**src/rtl/restoring_divider4.sv**
```systemverilog
// Sequential unsigned restoring divider: one quotient bit per clock.
// Each iteration shifts {R,Q} left, trial-subtracts the divisor from R and
// either keeps the difference (quotient bit 1) or restores R (quotient bit 0).
// A zero divisor short-circuits straight to DONE with an all-ones quotient.
module restoring_divider4 #(
  parameter int WIDTH = 4
) (
  input  logic             clk,
  input  logic             reset,
  input  logic             start,
  input  logic [WIDTH-1:0] dividend,
  input  logic [WIDTH-1:0] divisor,
  output logic             busy,
  output logic             done,
  output logic [WIDTH-1:0] quotient,
  output logic [WIDTH-1:0] remainder,
  output logic             div_by_zero
);

  localparam int CNT_W = (WIDTH > 1) ? $clog2(WIDTH) : 1;
  localparam logic [CNT_W-1:0] LAST_ITER = CNT_W'(WIDTH - 1);

  localparam logic [1:0] S_IDLE = 2'd0;
  localparam logic [1:0] S_RUN  = 2'd1;
  localparam logic [1:0] S_DONE = 2'd2;

  logic [1:0]       state;
  logic [CNT_W-1:0] cnt;

  // Working registers: dividend/quotient shift register, divisor, partial remainder
  logic [WIDTH-1:0] q_reg;
  logic [WIDTH-1:0] d_reg;
  logic [WIDTH:0]   r_reg;

  logic [WIDTH:0]   r_shift;
  logic [WIDTH:0]   t_diff;
  logic             q_bit;
  logic [WIDTH:0]   r_next;
  logic [WIDTH-1:0] q_next;
  logic             accept;

  // Trial subtraction in WIDTH+1 bits; a set MSB means the divisor did not fit
  function automatic logic [WIDTH:0] trial_sub(input logic [WIDTH:0]   r,
                                               input logic [WIDTH-1:0] d);
    return r - {1'b0, d};
  endfunction

  // A new operation may start whenever no iterations are in flight
  assign accept = start && (state != S_RUN);
  assign busy   = (state == S_RUN);
  assign done   = (state == S_DONE);

  // One restoring-division step computed from the current working registers
  always_comb begin
    r_shift = (r_reg << 1) | {{WIDTH{1'b0}}, q_reg[WIDTH-1]};
    t_diff  = trial_sub(r_shift, d_reg);
    q_bit   = ~t_diff[WIDTH];
    r_next  = q_bit ? t_diff : r_shift;
    q_next  = {q_reg[WIDTH-2:0], q_bit};
  end

  // Control FSM, iteration counter and result registers
  always_ff @(posedge clk) begin
    if (reset) begin
      state       <= S_IDLE;
      cnt         <= '0;
      quotient    <= '0;
      remainder   <= '0;
      div_by_zero <= 1'b0;
    end else begin
      case (state)
        S_IDLE, S_DONE: begin
          if (start) begin
            cnt <= '0;
            if (divisor == '0) begin
              quotient    <= '1;
              remainder   <= dividend;
              div_by_zero <= 1'b1;
              state       <= S_DONE;
            end else begin
              div_by_zero <= 1'b0;
              state       <= S_RUN;
            end
          end else begin
            state <= S_IDLE;
          end
        end
        S_RUN: begin
          cnt <= cnt + 1'b1;
          if (cnt == LAST_ITER) begin
            quotient  <= q_next;
            remainder <= r_next[WIDTH-1:0];
            state     <= S_DONE;
          end
        end
        default: state <= S_IDLE;
      endcase
    end
  end

  // Datapath registers: loaded on accept, stepped once per RUN cycle
  always_ff @(posedge clk) begin
    if (accept) begin
      q_reg <= dividend;
      d_reg <= divisor;
      r_reg <= '0;
    end else if (state == S_RUN) begin
      q_reg <= q_next;
      r_reg <= r_next;
    end
  end

endmodule

```
**config.mk**
```make
export PLATFORM = sky130hd
export DESIGN_NAME = restoring_divider4
export DESIGN_NICKNAME = d
export VERILOG_FILES = /design/src/rtl/restoring_divider4.sv
export SDC_FILE = /design/constraint.sdc
export NUM_CORES = 1
export LEC_CHECK = 0
export CELL_PAD_IN_SITES_DETAIL_PLACEMENT = 1
export CELL_PAD_IN_SITES_GLOBAL_PLACEMENT = 1
export CORE_MARGIN = 2
export CORE_UTILIZATION = 35
export CTS_CLUSTER_SIZE = 12
export DETAILED_ROUTE_END_ITERATION = 16
export PLACE_DENSITY = 0.83
export REMOVE_ABC_BUFFERS = 1
export SLEW_MARGIN = 0
export SYNTH_ARGS = -nofsm -noshare
export SYNTH_HDL_FRONTEND = slang
export SYNTH_SLANG_ARGS = --single-unit
```
**constraint.sdc**
```tcl
create_clock -name clk -period 1.96 [get_ports clk]
set_input_delay 0.392 -clock clk [delete_from_list [all_inputs] [get_ports clk]]
set_output_delay 0.392 -clock clk [all_outputs]
set_load 0.005 [all_outputs]
```
==> flow_summary_export.csv <==
group,metric,value,unit
floorplanning,io_pins,22,
worst_setup_path,critical_path_required,2.21,ns
routing,drt_wl_total,3.11,mm
power_and_ir_drop,power_density,826,nW/um2
grt,grt_max_degree,16,
timing,min_period_over_period,1.12,
place,io_buffers,21,
routing,drt_pass1_iterations,4,
final_layout,nFillCells,365,
routing,ant_nets,0,
timing,worst_slack,-0.244,ns
logic_synthesis,synth_cell_types,37,
timing,relSlewSlack,0.789,
clock_tree,clk_latency,0.32,ns
logic_synthesis,synth-edff-count,8,
worst_setup_path,path_class,"register to register",
grt,first_global_vias,1050,
worst_setup_path,crit_arrival,2.45,ns
final_layout,antennaDiodeCount,0,
logic_synthesis,syn_inst,115,
grt,gr-max-usage-layer,"met2",
run_status,status,"finished, violations left",
clock_tree,h-tree-depth,1,
grt,grt_pass1_wl,4.90,mm
final_layout,final_cell_mix,"21 x clkdlybuf4s50_1, 17 x nor2_1, 17 x dfxtp_1",
grt,grt_usage,0.179,
clock_tree,cts_hold_buf,0,
logic_synthesis,async_flop_share,0,
floorplanning,initial_utilization,0.358,
timing,worst_pin_slew,0.316,ns
place,dp_slack,-0.370,ns
flow_run,max_cap_violations,0,
routing,detail_route.wl_per_cell,16.1,um
clock_tree,root_buffer,"clkbuf_4",
final_layout,drive_gt1_frac,0.204,
grt,gr-usage-met2,0.347,
logic_synthesis,avgSynthCellArea,10.2,um2
logic_synthesis,ys.flop_type,"dfxtp_1",
logic_synthesis,yosysWarnings,0,
final_layout,fin_util,0.480,
logic_synthesis,ys_seq_elements,25,
worst_setup_path,path_cells,"inv_2, ha_4, inv_2, fa_2, a21o_1, a21oi_4, xnor2_4, mux2_4, o221ai_2",
floorplanning,die_x,62.0,um
power_and_ir_drop,max-vdd-ir-drop,0.283,mV
timing,fin_worst_skew,0.00653,ns
timing,setup_viol,10,
floorplanning,core,3280,um2
power_and_ir_drop,cellLeakagePower,0.614,nW
worst_setup_path,max_stage_delay,0.40,ns
routing,viasPerCell,4.89,
timing,grt_setup_unrepaired,"yes",
grt,grt_use_met3,0.0248,
routing,drc,0,
power_and_ir_drop,fin_total_pwr,1.30,mW
clock_tree,clk_pin_slew,0.14,ns
place,gp_congestion,0.811,
worst_setup_path,cp_top_family,"compound AO/OA/AOI/OAI gates",
timing,fin_crit,2.20,ns
run_status,violations,"setup timing",
clock_tree,cts_max_path_buffers,2,
grt,gr-total-overflow,0,
worst_setup_path,cp_max_fo,8,
timing,hold_violations,0,
clock_tree,cts_tree,"done",
worst_setup_path,crit_slowest_cell,"edfxtp_1",
timing,slew_viol_final,0,
final_layout,syn_to_final_growth,34.0,%
clock_tree,cts_sinks,25,
logic_synthesis,synth_area,1180,um2
final_layout,final_common_cell,"clkdlybuf4s50_1",
routing,drt-initial-drc-count,17,
logic_synthesis,seq_area_frac_synth,0.494,
worst_setup_path,startpoint_type,"register",
worst_setup_path,crit_path_frequent_cell,"inv_2",
timing,fmax,454,MHz
clock_tree,cts-buffers-inserted,3,
worst_setup_path,end_kind,"register",
worst_setup_path,crit_buf_inv,2,
place,dpl.hpwl,2.44,mm
final_layout,layout.nets,165,
hold_path,hp-class,"register to register",
grt,antenna_found_initial,0,
floorplanning,dieArea,3840,um2
floorplanning,die_y,62.0,um
routing,num_vias,943,
grt,met1_usage,0.189,
floorplanning,rows,21,
final timing paths:
kind	start	to	slack [ns]	depth (start not counted)
worst max register to register	q_reg[3]$_DFFE_PP_	remainder[0]$_SDFFE_PP0P_	-0.24	9
worst max-delay path	q_reg[3]$_DFFE_PP_	remainder[0]$_SDFFE_PP0P_	-0.24	9
worst min register to register	div_by_zero$_SDFFE_PP0P_	div_by_zero$_SDFFE_PP0P_	0.48	2
worst min-delay path	div_by_zero$_SDFFE_PP0P_	div_by_zero$_SDFFE_PP0P_	0.48	2
synthesized netlist by cell type, types with 3 or more instances:
library cell   n  share of area
dfxtp_1       17           0.29
nor3_1         3          0.013
nor2_1        17          0.054
edfxtp_1       8           0.20
a22oi_1        3          0.019
nand3b_1       4          0.026
nand2b_1       6          0.032
a21oi_1        5          0.021
ha_1           5          0.053
mux2_2         4          0.038
inv_1          7          0.022
nand2_1        6          0.019
cell families after synthesis:
family / share of synthesized area
AOI/OAI and AO/OA: 0.129
muxes: 0.0596
and+or+nand+nor: 0.184
buffers and inverters: 0.0426
xor gates and xnor gates: 0.0213
adders and majority gates: 0.0702
DFF: 0.494
stage by stage:
step	cell area, um2	setup TNS (ns)	cells	hold WS (ns)
after floorplan	1160	-0.256	111	0.447
after global placement	1500	-0.746	188	0.450
after global routing	1580	-2.41	193	0.535
after CTS	1570	-1.79	193	0.490
final	1580	-1.50	193	0.484
after detailed placement	1500	-2.79	188	0.470
worst register-to-register path, cell delays in order (launching register included):
cell,delay [ns]
edfxtp_1,0.40
inv_2,0.10
ha_4,0.14
inv_2,0.04
fa_2,0.35
a21o_1,0.20
a21oi_4,0.21
xnor2_4,0.20
mux2_4,0.35
o221ai_2,0.15
final cells by class:
type | count | area (um2) | area share
Sequential cell | 25 | 581 | 0.368
Clock buffer | 4 | 26.3 | 0.0167
Timing Repair Buffer | 32 | 293 | 0.186
Inverter | 8 | 30.0 | 0.0190
Tap cell | 46 | 57.6 | 0.0365
Multi-Input combinational cell | 78 | 589 | 0.374
repair_timing:
action | 4_1_cts | 5_1_grt
pin swaps | 8 | 4
resized for setup | 8 | 2
endpoints found under the hold margin | 0 | 0
endpoints found under the setup margin | 10 | 10
buffers inserted | 1 | 0
power breakdown:
part	internal, mW	switching [mW]
logic	0.223	0.211
registers	0.594	0.0414
clock network	0.0795	0.153
per-layer routing:
layer / wire length [um] / vias to the layer above
met4: 55 / 0
li1: - / 471
met2: 1740 / 8
met1: 1260 / 460
met5: 0 / -
met3: 47 / 4
No activity file was read; power rests on OpenSTA's default activity.
